### config.mk
export PLATFORM = sky130hd
export DESIGN_NAME = mem_ctrl_flat
export DESIGN_NICKNAME = d
export VERILOG_FILES = /design/src/rtl/mem_ctrl_if.sv /design/src/rtl/mem_ctrl.sv /design/src/flat_wrapper.sv
export SDC_FILE = /design/constraint.sdc
export NUM_CORES = 1
export LEC_CHECK = 0
export CORE_MARGIN = 3
export CORE_UTILIZATION = 40
export DETAILED_ROUTE_END_ITERATION = 7
export PLACE_DENSITY = 0.84
export SLEW_MARGIN = 30
export SYNTH_ARGS = -nofsm -noshare
export SYNTH_HDL_FRONTEND = slang
export SYNTH_SLANG_ARGS = --single-unit
### constraint.sdc
create_clock -name clk -period 3.8 [get_ports clk]
set_input_delay 1.14 -clock clk [delete_from_list [all_inputs] [get_ports clk]]
set_output_delay 1.14 -clock clk [all_outputs]
set_load 0.005 [all_outputs]
### src/rtl/mem_ctrl_if.sv
// rtl/mem_ctrl_if.sv - external RAM request/acknowledge bus between mem_ctrl and the memory
interface mem_ctrl_if #(
    parameter int AW = 16,
    parameter int DW = 16
);
    logic          mem_req;
    logic          mem_we;
    logic [AW-1:0] mem_addr;
    logic [DW-1:0] mem_wdata;
    logic [1:0]    mem_be;
    logic [DW-1:0] mem_rdata;
    logic          mem_ack;

    modport master (
        output mem_req, mem_we, mem_addr, mem_wdata, mem_be,
        input  mem_rdata, mem_ack
    );

    modport slave (
        input  mem_req, mem_we, mem_addr, mem_wdata, mem_be,
        output mem_rdata, mem_ack
    );
endinterface

### src/rtl/mem_ctrl.sv
// rtl/mem_ctrl.sv - MAR/MDR/IR owner running strobed RAM accesses over req/ack (optional MEMCTRL_TIMEOUT_EN)
module mem_ctrl #(
    parameter int AW      = 16,
    parameter int DW      = 16,
    parameter int TIMEOUT = 15
) (
    input  logic          clk,
    input  logic          reset,
    input  logic          MAR_LOAD,
    input  logic          IR_LOAD,
    input  logic          MDR_LOAD,
    input  logic          RAM_LOAD,
    input  logic          BE,
    input  logic [AW-1:0] addr_in,
    input  logic [DW-1:0] wdata,
    output logic [AW-1:0] mar,
    output logic [DW-1:0] mdr,
    output logic [DW-1:0] ir,
    output logic          busy,
    output logic          done,
    output logic          err,
    mem_ctrl_if.master    mem
);

    typedef enum logic [1:0] {S_IDLE, S_ACCESS, S_DONE} state_t;

    state_t        r_state;
    logic [AW-1:0] r_mar;
    logic [DW-1:0] r_mdr;
    logic [DW-1:0] r_ir;
    logic          r_busy;
    logic          r_done;
    logic          r_err;
    logic          r_mem_req;
    logic          r_mem_we;
    logic [AW-1:0] r_mem_addr;
    logic [DW-1:0] r_mem_wdata;
    logic [1:0]    r_mem_be;
    logic          r_tgt_ir;
    logic          r_tgt_mdr;
    logic          r_byte;
    logic          r_lane_hi;

`ifdef MEMCTRL_TIMEOUT_EN
    localparam int CW = $clog2(TIMEOUT + 1);
    logic [CW-1:0] r_tmo_cnt;
`endif

    logic          w_any_rd;
    logic          w_start;
    logic [AW-1:0] w_eff_addr;
    logic          w_byte;
    logic [1:0]    w_be;
    logic [7:0]    w_lane;

    // Decode the incoming strobes; IR reads are always word-wide, writes honour BE.
    always_comb begin
        w_any_rd   = IR_LOAD | MDR_LOAD;
        w_start    = w_any_rd | RAM_LOAD;
        w_eff_addr = MAR_LOAD ? addr_in : r_mar;
        w_byte     = RAM_LOAD ? BE : (BE & ~IR_LOAD);
        w_be       = w_byte ? (w_eff_addr[0] ? 2'b10 : 2'b01) : 2'b11;
        w_lane     = r_lane_hi ? mem.mem_rdata[15:8] : mem.mem_rdata[7:0];
    end

    // Access sequencer: latch the request in IDLE, hold the bus until ack, pulse done once.
    always_ff @(posedge clk or posedge reset) begin
        if (reset) begin
            r_state     <= S_IDLE;
            r_mar       <= '0;
            r_mdr       <= '0;
            r_ir        <= '0;
            r_busy      <= 1'b0;
            r_done      <= 1'b0;
            r_err       <= 1'b0;
            r_mem_req   <= 1'b0;
            r_mem_we    <= 1'b0;
            r_mem_addr  <= '0;
            r_mem_wdata <= '0;
            r_mem_be    <= 2'b00;
            r_tgt_ir    <= 1'b0;
            r_tgt_mdr   <= 1'b0;
            r_byte      <= 1'b0;
            r_lane_hi   <= 1'b0;
`ifdef MEMCTRL_TIMEOUT_EN
            r_tmo_cnt   <= '0;
`endif
        end else begin
            r_done <= 1'b0;
            if (MAR_LOAD) begin
                r_mar <= addr_in;
            end
            case (r_state)
                S_IDLE: begin
                    if (w_start) begin
                        r_state     <= S_ACCESS;
                        r_busy      <= 1'b1;
                        r_mem_req   <= 1'b1;
                        r_mem_we    <= RAM_LOAD;
                        r_mem_addr  <= {w_eff_addr[AW-1:1], 1'b0};
                        r_mem_be    <= w_be;
                        r_mem_wdata <= w_byte ? {(DW/8){wdata[7:0]}} : wdata;
                        r_tgt_ir    <= IR_LOAD & ~RAM_LOAD;
                        r_tgt_mdr   <= MDR_LOAD & ~RAM_LOAD;
                        r_byte      <= w_byte;
                        r_lane_hi   <= w_eff_addr[0];
`ifdef MEMCTRL_TIMEOUT_EN
                        r_tmo_cnt   <= '0;
`endif
                        if (RAM_LOAD && w_any_rd) begin
                            r_err <= 1'b1;
                        end
                    end
                end
                S_ACCESS: begin
                    if (w_start) begin
                        r_err <= 1'b1;
                    end
                    if (mem.mem_ack) begin
                        r_state   <= S_DONE;
                        r_done    <= 1'b1;
                        r_mem_req <= 1'b0;
                        r_mem_we  <= 1'b0;
                        if (r_tgt_ir) begin
                            r_ir <= mem.mem_rdata;
                        end
                        if (r_tgt_mdr) begin
                            r_mdr <= r_byte ? {{(DW-8){1'b0}}, w_lane} : mem.mem_rdata;
                        end
`ifdef MEMCTRL_TIMEOUT_EN
                    end else if (r_tmo_cnt == CW'(TIMEOUT - 1)) begin
                        r_state   <= S_DONE;
                        r_done    <= 1'b1;
                        r_err     <= 1'b1;
                        r_mem_req <= 1'b0;
                        r_mem_we  <= 1'b0;
                        if (r_tgt_ir) begin
                            r_ir <= '1;
                        end
                        if (r_tgt_mdr) begin
                            r_mdr <= '1;
                        end
                    end else begin
                        r_tmo_cnt <= r_tmo_cnt + 1'b1;
`endif
                    end
                end
                S_DONE: begin
                    if (w_start) begin
                        r_err <= 1'b1;
                    end
                    r_state <= S_IDLE;
                    r_busy  <= 1'b0;
                end
                default: begin
                    r_state <= S_IDLE;
                    r_busy  <= 1'b0;
                end
            endcase
        end
    end

    assign mar           = r_mar;
    assign mdr           = r_mdr;
    assign ir            = r_ir;
    assign busy          = r_busy;
    assign done          = r_done;
    assign err           = r_err;
    assign mem.mem_req   = r_mem_req;
    assign mem.mem_we    = r_mem_we;
    assign mem.mem_addr  = r_mem_addr;
    assign mem.mem_wdata = r_mem_wdata;
    assign mem.mem_be    = r_mem_be;

endmodule

### src/flat_wrapper.sv
// flat-port wrapper written by rule: the top's interface ports become plain ports
module mem_ctrl_flat 
#(
    parameter int AW      = 16,
    parameter int DW      = 16,
    parameter int TIMEOUT = 15
)
  (clk, reset, MAR_LOAD, IR_LOAD, MDR_LOAD, RAM_LOAD, BE, addr_in, wdata, mar, mdr, ir, busy, done, err, mem_mem_req, mem_mem_we, mem_mem_addr, mem_mem_wdata, mem_mem_be, mem_mem_rdata, mem_mem_ack);
  mem_ctrl_if #(.AW(AW), .DW(DW)) mem_i ();
  input  logic clk;
  input  logic reset;
  input  logic MAR_LOAD;
  input  logic IR_LOAD;
  input  logic MDR_LOAD;
  input  logic RAM_LOAD;
  input  logic BE;
  input  logic [AW-1:0] addr_in;
  input  logic [DW-1:0] wdata;
  output logic [AW-1:0] mar;
  output logic [DW-1:0] mdr;
  output logic [DW-1:0] ir;
  output logic busy;
  output logic done;
  output logic err;
  output wire logic [$bits(mem_i.mem_req)-1:0] mem_mem_req;
  output wire logic [$bits(mem_i.mem_we)-1:0] mem_mem_we;
  output wire logic [$bits(mem_i.mem_addr)-1:0] mem_mem_addr;
  output wire logic [$bits(mem_i.mem_wdata)-1:0] mem_mem_wdata;
  output wire logic [$bits(mem_i.mem_be)-1:0] mem_mem_be;
  input wire logic [$bits(mem_i.mem_rdata)-1:0] mem_mem_rdata;
  input wire logic [$bits(mem_i.mem_ack)-1:0] mem_mem_ack;
  assign mem_mem_req = mem_i.mem_req;
  assign mem_mem_we = mem_i.mem_we;
  assign mem_mem_addr = mem_i.mem_addr;
  assign mem_mem_wdata = mem_i.mem_wdata;
  assign mem_mem_be = mem_i.mem_be;
  assign mem_i.mem_rdata = mem_mem_rdata;
  assign mem_i.mem_ack = mem_mem_ack;
  mem_ctrl #(.AW(AW), .DW(DW), .TIMEOUT(TIMEOUT)) u_core (.clk(clk), .reset(reset), .MAR_LOAD(MAR_LOAD), .IR_LOAD(IR_LOAD), .MDR_LOAD(MDR_LOAD), .RAM_LOAD(RAM_LOAD), .BE(BE), .addr_in(addr_in), .wdata(wdata), .mar(mar), .mdr(mdr), .ir(ir), .busy(busy), .done(done), .err(err), .mem(mem_i));
endmodule
==> results of run 1 <==
[where the power goes]
group / internal (mW) / switching (mW)
Sequential: 1.39 / 0.252
Clock: 0.337 / 0.363
Combinational: 1.10 / 0.751
Total: 2.83 / 1.37
[synth_stat cells]
cell	count
o211ai_1	8
nor4b_4	1
o31a_1	1
clkbuf_1	6
inv_1	9
mux2_2	21
nand2b_1	9
conb_1	1
mux2_4	12
o31ai_4	1
and2b_1	1
nor2_1	14
buf_4	4
mux2i_1	10
o21ai_0	33
dfrtp_1	92
a211oi_1	1
buf_6	5
a21oi_1	1
clkinv_1	1
nand2_4	1
and2_4	1
a31oi_1	10
buf_2	5
a211o_1	1
a22oi_1	2
nand2_2	1
ha_1	3
nand3_1	1
nand2_1	86
o22ai_1	2
nor2b_1	1
[cell usage in the layout (no fill, tap or decap), types with 2 or more instances in the layout]
cell type / synthesis / routed
inv_6: 0 / 4
nor2_1: 14 / 14
o22ai_1: 2 / 2
o211ai_1: 8 / 8
nand2_1: 86 / 86
a22oi_1: 2 / 2
mux2_4: 12 / 12
clkdlybuf4s50_1: 0 / 141
mux2i_1: 10 / 10
inv_1: 9 / 8
clkbuf_8: 0 / 10
buf_4: 4 / 4
mux2_2: 21 / 21
ha_1: 3 / 3
buf_12: 0 / 2
dfrtp_1: 92 / 92
nand2b_1: 9 / 9
a31oi_1: 10 / 10
o21ai_0: 33 / 33
[state kept, by name (all words and copies together) (netlist names)]
register and cells:
u_core.r_tgt_mdr 1, u_core.mem.mem_we 1, u_core.r_state 2, u_core.mar 16, u_core.busy 1, u_core.done 1, u_core.err 1, u_core.r_byte 1
u_core.mem.mem_req 1, u_core.r_tgt_ir 1, u_core.mem.mem_addr 15, u_core.mem.mem_be 2, u_core.r_lane_hi 1, u_core.mem.mem_wdata 16, u_core.ir 16, u_core.mdr 16
[through the flow]
stage	setup WS (ns)	cell area, sq um
final	1.12	5620
after global placement	0.852	5410
after global routing	1.02	5620
after floorplan	0.268	3900
after CTS	1.15	5620
after detailed placement	0.762	5410
[area by class of cell]
cell class                 count  share of cell area, %
inverter                      10                  0.690
clock buffer                  10                   2.45
timing repair buffer         147                   26.3
multi-input combinational    223                   25.4
tap                          129                   2.87
clock inverter                 6                   1.36
sequential                    92                   40.9
[final timing paths]
path                            slack (ns)               startpoint  depth (start not counted)                       to
worst max-delay path                  1.12                 RAM_LOAD                          5  u_core.mem.mem_wdata[9]
worst min-delay path                  0.48  u_core.mem.mem_addr[10]                          2  u_core.mem.mem_addr[10]
worst max register to register        1.72        u_core.r_state[1]                          6  u_core.mem.mem_wdata[9]
worst min register to register        0.48  u_core.mem.mem_addr[10]                          2  u_core.mem.mem_addr[10]
max in group asynchronous             1.97                    reset                          3  u_core.mem.mem_addr[15]
min in group asynchronous             1.15                    reset                          2            u_core.mar[5]
[critical path, delay by kind of cell]
kind,cells,cell delay (ns)
AOI/OAI and AO/OA,2,0.65
buffers and inverters,2,1.07
and+or+nand+nor,1,0.08
[logic make-up after synthesis]
group,count (synthesis)
AO/OA/AOI/OAI,60
adder cells (fa/ha/maj),3
buffers and inverters,30
flip-flops,92
multiplexers,43
other,1
AND/OR/NAND/NOR,116
[routing by layer]
layer  GRT usage [%]  vias to the layer above  part of all wire [%]
li1                -                     1437                     -
met1            22.3                     1478                    42
met2            29.8                      126                    50
met3            5.06                       10                   6.6
met4            4.97                        0                  0.98
met5               0                        -                     0
==> results.json, run 1 <==
{
  "status": "completed",
  "synth.yosys.seq_area_share_pct": 59.1,
  "grt_overflow_total": 0,
  "tightest_slew_ns": 0.750,
  "skew_ns": 0.0181,
  "synth-simple-area-share_pct": 12.8,
  "cts_root_buf": "clkbuf_8",
  "crit_type": "in2reg",
  "wl_per_cell_um": 15.7,
  "path_max_fanout": 25,
  "regArea_sq_um": 2300,
  "ctsResizeCount": 0,
  "end_kind": "flip-flop",
  "syn_inst": 345,
  "leakage_nw": 2.54,
  "yosysWarnings": 0,
  "n_antenna_cell": 0,
  "clkLatencyLatePin_ns": 0.35,
  "clock-sinks": 92,
  "first_iter_violations": 93,
  "htreeDepth": 3,
  "holdWs_ns": 0.480,
  "ys_seq_elements": 92,
  "grt_pass1_wl_mm": 15.8,
  "synthesis.nets": 404,
  "synth_top_family_by_area": "multiplexers",
  "netlist.top_cell.by_area": "dfrtp_1",
  "instances_no_fill": 617,
  "multi_input_area_sq_um": 1430,
  "path_clk_slew_ns": 0.10,
  "hold_class": "reg2reg",
  "clockBufferDepth": 2,
  "slew_violations": 0,
  "drive_gt1_share_pct": 12.7,
  "vdd_drop_max_v": 0.000442,
  "fin_crit_sh_pct": 70.6,
  "antenna_found_initial": 0,
  "drc": 0,
  "dp_cells": 601,
  "synth_mux_area_share_pct": 13.3,
  "drv_cap": 0,
  "dr.pass1.iters": 4,
  "synth_top_area_share_pct": 59.1,
  "fp.coreArea_sq_um": 9370,
  "portBuffers": 141,
  "ys_types": 32,
  "start_kind": "input port",
  "fin_tns_setup_ns": 0,
  "required_ns": 4.07,
  "initial_core_util_pct": 41.6,
  "avgSynthCellArea_sq_um": 11.3,
  "synthTopCellsByArea": "dfrtp_1, nand2_1, mux2_2",
  "postCtsSetupRepairBufs": 0,
  "relSlewSlack_pct": 49.8,
  "fp.dieW_um": 105,
  "post-route-util_pct": 60.0,
  "die_y_um": 105,
  "rows": 35,
  "crit_arrival_ns": 2.95,
  "syn_to_final_growth_pct": 44.3,
  "post-route-min-period_ns": 2.68,
  "final-hold-violation-count": 0,
  "setup_violations": 0,
  "cts.hold.buffers_added": 0,
  "rsz0062_at_grt": "false",
  "io_pins": 143,
  "power_density_nw_per_um2": 746,
  "finalPower_mw": 4.20,
  "max_freq_ghz": 0.373,
  "cp_slowest_cell": "clkdlybuf4s50_1",
  "grt_max_degree": 42,
  "synth-xor-area-share_pct": 0,
  "routed_wirelength_mm": 9.66,
  "cts_buffers": 9,
  "synth_compound_area_share_pct": 9.40,
  "vias": 3051,
  "crit_chain": "clkdlybuf4s50_1 -> o31a_2 -> buf_4 -> nor2_1 -> a31oi_1",
  "drtAntennaViolNets": 0,
  "grt_usage_pct": 17.7,
  "layout.nets": 542,
  "viasPerCell": 4.94,
  "globalplace.congestion": 0.799,
  "post-dp-hpwl_mm": 7.17,
  "yosys.area_share.adder_pct": 0.963,
  "grt_pass1_vias": 3190,
  "fp.dieArea_sq_um": 11000,
  "fillers": 813,
  "slowest_delay_ns": 0.73,
  "syn-cell-area_sq_um": 3900,
  "cts_tree": "yes"
}
No activity file was read; power rests on OpenSTA's default activity.
==> run 2, diff against run 1 <==
--- a/config.mk
+++ b/config.mk
@@ -8,7 +8,7 @@
 export CORE_MARGIN = 3
 export CORE_UTILIZATION = 40
 export DETAILED_ROUTE_END_ITERATION = 7
-export PLACE_DENSITY = 0.84
+export PLACE_DENSITY = 0.87
 export SLEW_MARGIN = 30
 export SYNTH_ARGS = -nofsm -noshare
 export SYNTH_HDL_FRONTEND = slang
==> constraint.sdc (replaced) <==
create_clock -name clk -period 2.4 [get_ports clk]
set_input_delay 0.72 -clock clk [delete_from_list [all_inputs] [get_ports clk]]
set_output_delay 0.72 -clock clk [all_outputs]
set_load 0.005 [all_outputs]
==> results.json, run 2 (synthesized netlist as in run 1, its figures left out) <==
{
  "status": "completed",
  "viasPerCell": 4.89,
  "cp_slowest_cell": "clkdlybuf4s50_1",
  "final-hold-violation-count": 0,
  "clock-sinks": 92,
  "worst-path-buf-inv": 1,
  "tightest_slew_ns": 0.517,
  "clkLatencyLatePin_ns": 0.35,
  "power_frac_clock_pct": 18.4,
  "initial_core_util_pct": 41.6,
  "cts_root_buf": "clkbuf_8",
  "finalPower_mw": 6.84,
  "rsz0062_at_grt": "false",
  "first_iter_violations": 113,
  "end_kind": "output pin",
  "setup_violations": 0,
  "crit_type": "reg2out",
  "globalplace.congestion": 0.803,
  "fp.dieW_um": 105,
  "grt_pass1_vias": 3102,
  "cts_buffers": 9,
  "drtAntennaViolNets": 0,
  "fp.dieArea_sq_um": 11000,
  "clockBufferDepth": 2,
  "io_pins": 143,
  "power_density_nw_per_um2": 1200,
  "leakage_nw": 2.58,
  "grt_usage_pct": 18.0,
  "crit_arrival_ns": 1.27,
  "htreeDepth": 3,
  "routed_wirelength_mm": 9.70,
  "vdd_drop_max_v": 0.000657,
  "path_max_fanout": 3,
  "slowest_delay_ns": 0.53,
  "fp.coreArea_sq_um": 9370,
  "n_antenna_cell": 0,
  "portBuffers": 141,
  "cts.hold.buffers_added": 0,
  "required_ns": 1.68,
  "grt_overflow_total": 0,
  "intPower_mw": 4.71,
  "fillers": 787,
  "slew_violations": 0,
  "layout_commonest_cell": "clkdlybuf4s50_1",
  "path_clk_slew_ns": 0.08,
  "p_sw_mw": 2.13,
  "fin_crit_sh_pct": 82.9,
  "regArea_sq_um": 2300,
  "layout_common_cells": "clkdlybuf4s50_1, dfrtp_1, nand2_1",
  "post-dp-hpwl_mm": 7.21,
  "power_frac_seq_pct": 38.1,
  "p_sw_share_pct": 31.2,
  "layout.nets": 545,
  "vias": 3031,
  "drive_gt1_share_pct": 13.0,
  "crit_chain": "clkdlybuf4s50_1",
  "ctsResizeCount": 0,
  "grt_max_degree": 49,
  "wl_per_cell_um": 15.6,
  "cts_tree": "yes",
  "max_freq_ghz": 0.503,
  "skew_ns": 0.0169,
  "dr.pass1.iters": 4,
  "grt_pass1_wl_mm": 15.9,
  "antenna_found_initial": 0,
  "combPwrFrac_pct": 43.5,
  "multi_input_area_sq_um": 1430,
  "postCtsSetupRepairBufs": 0,
  "hold_class": "reg2reg",
  "syn_to_final_growth_pct": 46.4,
  "drc": 0,
  "relSlewSlack_pct": 65.4,
  "die_y_um": 105,
  "fin_tns_setup_ns": 0,
  "cp_top_family": "buffers and inverters",
  "drv_cap": 0,
  "start_kind": "flip-flop",
  "rows": 35,
  "post-route-min-period_ns": 1.99
}
==> run 2: metrics by stage <==
stage	setup slack [ns]	instance area, sq um	utilization, %	hold WS [ns]	cells
after global routing	0.347	5710	60.9	0.501	620
after global placement	0.166	5460	58.3	0.457	604
after detailed placement	0.101	5460	58.3	0.462	604
final	0.411	5710	60.9	0.476	620
after floorplan	0.602	3900	-	0.461	345
after CTS	0.386	5710	60.9	0.481	620
==> run 2: power by group through the flow <==
stage               clock network (mW)  logic (mW)  registers, mW
floorplan                            0        1.37           2.60
global placement                     0        2.90           2.60
detailed placement                   0        3.01           2.63
CTS                               1.29        3.02           2.60
global route                      1.38        3.23           2.68
finish                            1.26        2.97           2.60
==> run 2: worst paths after layout <==
| kind | end | cells past startpoint | slack [ns] | startpoint |
|---|---|---|---|---|
| min in group asynchronous | u_core.r_lane_hi | 2 | 0.77 | reset |
| setup reg to reg | u_core.r_state[0] | 5 | 0.58 | u_core.r_state[1] |
| max in group asynchronous | u_core.ir[13] | 3 | 1.04 | reset |
| hold reg to reg | u_core.mem.mem_addr[4] | 2 | 0.48 | u_core.mem.mem_addr[4] |
| setup / recovery | mem_mem_req | 1 | 0.41 | u_core.mem.mem_req |
| hold / removal | u_core.mem.mem_addr[4] | 2 | 0.48 | u_core.mem.mem_addr[4] |
==> run 2: routing by layer <==
layer / part of all wire [%] / GRT usage (%) / up-vias / wire length [um]
li1: - / - / 1437 / -
met1: 42 / 22.8 / 1466 / 4080
met2: 51 / 30.9 / 119 / 4950
met3: 6.2 / 5.00 / 9 / 598
met4: 0.74 / 3.75 / 0 / 72
met5: 0 / 0 / - / 0
==> run 2: layout make-up <==
class	count	share of cell area, %
Tap cell	129	2.83
Clock inverter	5	1.88
Sequential cell	92	40.3
Timing Repair Buffer	150	26.8
Clock buffer	11	2.48
Multi-Input combinational cell	223	25.0
Inverter	10	0.723
==> patch 1, RTL diff (flow settings as in run 2) <==
`DW` is set to 16 in 3 places; all go to 32.
--- a/src/rtl/mem_ctrl_if.sv
+++ b/src/rtl/mem_ctrl_if.sv
@@ -3,3 +3,3 @@
     parameter int AW = 16,
-    parameter int DW = 16
+    parameter int DW = 32
 );
--- a/src/rtl/mem_ctrl.sv
+++ b/src/rtl/mem_ctrl.sv
@@ -3,3 +3,3 @@
     parameter int AW      = 16,
-    parameter int DW      = 16,
+    parameter int DW      = 32,
     parameter int TIMEOUT = 15
--- a/src/flat_wrapper.sv
+++ b/src/flat_wrapper.sv
@@ -4,3 +4,3 @@
     parameter int AW      = 16,
-    parameter int DW      = 16,
+    parameter int DW      = 32,
     parameter int TIMEOUT = 15
Ports: changed (5 resized); port bits go from 143 to 223. The function was not compared with the original's and may differ.
==> patch 1 against run 2 <==
- wire length grew 60%
- worst setup slack worse by 98 ps
- clock power increased by 100%
- final area increased by 55%
- die area rose by 46%
- largest cell class unchanged
- sequential cell count is 48 higher
- total power is 68% higher
- synthesized area is 49% higher
- core utilization is 2.0 points higher
- first-iteration DRC count increased to 2.9 times the old value
==> patch 1: results (changes against run 2) <==
[run_status]
status = finished clean

[power]
p_leak_nw = 3.78  ; +47%
p_int_mw = 8.00  ; +70%
comb-power_mw = 4.78  ; +61%
p_comb_frac = 0.416  ; -0.019
vdd_drop_max_mv = 0.529  ; -19%

[logic_synthesis]
netlist_instances = 470  ; +36%
synthAdderAreaFrac = 0.00646  ; -0.00317
synth_fp_nets = 561  ; +39%
synthTopCellsByCount = 140 x dfrtp_1, 34 x nand2_1, 33 x mux2_1, 33 x o21ai_1, 30 x nor2_1
synth_seq_area_share = 0.603  ; +0.0120
synth_compound_area_frac = 0.105  ; +0.0114
synth_area_leaders = dfrtp_1 60%, mux2_1 6.4%, mux2_4 5.9%

[grt]
grt_usage = 0.196  ; +0.0162
grt_pass1_wl_mm = 25.0  ; +57%
grt_pass1_vias = 4837  ; +56%
grt_use_met2 = 0.328  ; +0.0185
grt_use_met3 = 0.0526  ; +0.00260
met1_usage = 0.245  ; +0.0173
grt_max_degree = 74  ; +51%

[setup_path]
reg2reg_to = u_core.mdr[1]$_DFFE_PP0P_
crit_start = IR_LOAD
cp-endpoint = u_core.r_byte$_DFFE_PP0P_
crit_fanout = 25  ; +22
ff2ff_path_depth = 3  ; -2
r2r_slack_ps = 450  ; -130 ps
critPathMaxStageDelay_ps = 620  ; +90 ps
arrival_ps = 2380  ; +1110 ps

[placement]
pre_cts_ws_ps = -86.2  ; -187 ps
placed_area_sq_mm = 0.00826  ; +51%
io_buffer_count = 221  ; +57%
place_inst = 853  ; +41%
globalplace.congestion = 0.963  ; +20%
place_hpwl_mm = 11.4  ; +58%

[cts]
h-tree-depth = 4  ; +1
cts_resized = 0  ; unchanged
clock_latency_ps = 410  ; +60 ps
clkTransAtPathRegs_ps = 60  ; -20 ps
numCtsBuffers = 17  ; +8
cts_root_buf = clkbuf_16

[layout]
stdcell_count = 885  ; +43%
fillerInstances = 1051  ; +34%
drive_gt1_frac = 0.122  ; -0.00836

[detailed_routing]
route.detailed.vias_per_inst = 5.12  ; +4.6%
wl_met1_mm = 6.23  ; +53%
routed-wl-met3_mm = 1.10  ; +84%
drt_iter0_drc = 328  ; +190%
drt-pass1-iter-count = 5  ; +1

[worst_hold_path]
min_path_cells = 1  ; -1
min_to = u_core.err$_DFFE_PP0P_
min_from = u_core.err$_DFFE_PP0P_

[sta]
clock_skew_ps = 6.68  ; -10.2 ps
fin_crit_ps = 2090  ; +98.2 ps

[patch 1: cell count changes in the layout (fill, tap and decap cells not counted), sizes merged, moves of 5 or more]
cell	delta
nand2	-54
o21ai	+28
nand2b	+15
dfrtp	+48
clkdlybuf4s50	+80
inv	+5
a31oi	+16
clkbuf	+9
mux2	+39
nor2	+16
buf	+5
[patch 1: cell families (layout without fill, tap and decap cells)]
| group | after synthesis | in the layout |
|---|---|---|
| flops | 140 | 140 |
| compound gates | 107 | 107 |
| simple gates | 93 | 93 |
| buf+inv | 44 | 279 |
| fa+ha+maj | 3 | 3 |
| other cells | 1 | 1 |
| mux | 82 | 82 |
[patch 1: layout make-up]
type	instances	area, sq um	area share
Multi-Input combinational cell	286	2090	0.236
Clock inverter	12	140	0.0159
Tap cell	180	225	0.0255
Clock buffer	20	437	0.0494
Inverter	12	48.8	0.00552
Sequential cell	140	3500	0.397
Timing Repair Buffer	235	2390	0.271
==> patch 2, RTL diff (settings of run 2) <==
Made on the original files. The 3 states of `state_t` get a one-hot encoding in 3 bits.
--- a/src/rtl/mem_ctrl.sv
+++ b/src/rtl/mem_ctrl.sv
@@ -24,3 +24,3 @@
 
-    typedef enum logic [1:0] {S_IDLE, S_ACCESS, S_DONE} state_t;
+    typedef enum logic [2:0] {S_IDLE = 3'b001, S_ACCESS = 3'b010, S_DONE = 3'b100} state_t;
 
Formal check against the unedited RTL: same outputs for any inputs over 10 cycles, from zero or initial values and one cycle with reset high; not proved beyond that.
==> patch 2 against run 2 <==
- synthesized area grew 1.9%
- total power grew 1.3%
- wire length shrank 0.61%
- final area grew 2.1%
- count of clock-buffer cells in the layout shrank 1
- sequential cell count grew 1
- worst setup slack lost 120 ps
- non-clock buffer count grew 3
- register-to-register slack gained 60 ps
- largest power group unchanged
==> patch 2: results (changes against run 2) <==
[setup_path]
arrival_ps = 2340  ; +1070 ps
r2r_start = u_core.r_state[0]$_DFFE_PP1P_
crit_start = mem_mem_ack
reg2reg_to = u_core.mem.mem_wdata[14]$_DFFE_PP0P_
crit_fanout = 16  ; +13
cp-endpoint = u_core.ir[13]$_DFFE_PP0P_
r2r_slack_ps = 640  ; +60 ps
ff2ff_path_depth = 4  ; -1

[power]
p_leak_nw = 2.45  ; -4.9%
vdd_drop_max_mv = 0.574  ; -13%

[sta]
clock_skew_ps = 8.24  ; -8.68 ps
worst_hold_slack_ps = 513  ; +36.1 ps

[logic_synthesis]
syn_area_per_cell_sq_um = 14.1  ; +25%
synth_fp_nets = 337  ; -17%
synth_seq_area_share = 0.586  ; -0.00417
synthTopCellsByCount = 92 x dfrtp_1, 47 x mux2_2, 30 x a21oi_1
ys_types = 36  ; +13%
synth_area_leaders = dfrtp_1 58%, mux2_2 13%, mux2_4 6.4%

[layout]
nNetsFinal = 484  ; -11%
drive_gt1_frac = 0.252  ; +0.121
fillerInstances = 746  ; -5.2%

[grt]
grt_max_degree = 94  ; +92%
grt_pass1_vias = 3039  ; -2.0%
grt_use_met2 = 0.297  ; -0.0120
grt_pass1_wl_mm = 15.9  ; -0.26%
grt_use_met3 = 0.0367  ; -0.0133
met1_usage = 0.221  ; -0.00652

[detailed_routing]
totalWireLength_mm = 9.64  ; -0.61%
wire_per_inst_microns = 17.2  ; +9.6%
vias = 2795  ; -7.8%
drt_iter0_drc = 128  ; +13%

[placement]
place_hpwl_mm = 7.08  ; -1.8%
globalplace.congestion = 0.821  ; +2.2%
placed_area_sq_mm = 0.00557  ; +2.1%
place_inst = 546  ; -9.6%

[worst_hold_path]
min_to = u_core.ir[9]$_DFFE_PP0P_
min_from = u_core.ir[9]$_DFFE_PP0P_

[run_status]
status = finished clean

## patch 2: cell types whose count changed after synthesis, moves of 10 or more
cell | before | now
mux2_2 | 21 | 47
nor2_1 | 14 | 4
nand2_1 | 86 | 2
o21ai_0 | 33 | 9
a21oi_1 | 1 | 30
## patch 2: cell type report
| cell class | count | area (sq um) | share of cell area |
|---|---|---|---|
| Multi-Input combinational cell | 167 | 1530 | 0.262 |
| Clock inverter | 6 | 116 | 0.0200 |
| Inverter | 4 | 18.8 | 0.00322 |
| Tap cell | 129 | 161 | 0.0277 |
| Timing Repair Buffer | 153 | 1540 | 0.264 |
| Sequential cell | 93 | 2330 | 0.400 |
| Clock buffer | 10 | 138 | 0.0236 |
## patch 2: cells by family (layout without fill, tap and decap cells)
family	count (synthesis)	in the layout	share of synthesized area
xor gates and xnor gates	1	1	0.00221
muxes	73	73	0.220
buffers and inverters	21	173	0.0293
DFF	93	93	0.586
and+or+nand+nor	27	27	0.0495
AOI/OAI and AO/OA	65	65	0.112
other	1	1	0.000944
## patch 2: per-stage QoR
stage / setup TNS [ps] / util / worst slack, ps
final: 0 / 0.616 / 296
after detailed placement: -1460 / 0.589 / -98.6
after global placement: -804 / 0.589 / -51.2
after floorplan: 0 / - / 467
after global routing: 0 / 0.616 / 190
after CTS: 0 / 0.616 / 287
## patch 2: power by group
part / switching [mW] / total [mW] / internal [mW]
clock network: 0.550 / 1.28 / 0.730
registers: 0.454 / 2.68 / 2.22
logic: 1.02 / 2.97 / 1.95
total: 2.02 / 6.92 / 4.90
## patch 2: per-layer routing
| metal | share of wire | wire length, microns |
|---|---|---|
| met4 | 0.017 | 160 |
| met3 | 0.052 | 499 |
| met2 | 0.51 | 4940 |
| met5 | 0 | 0 |
| met1 | 0.42 | 4040 |
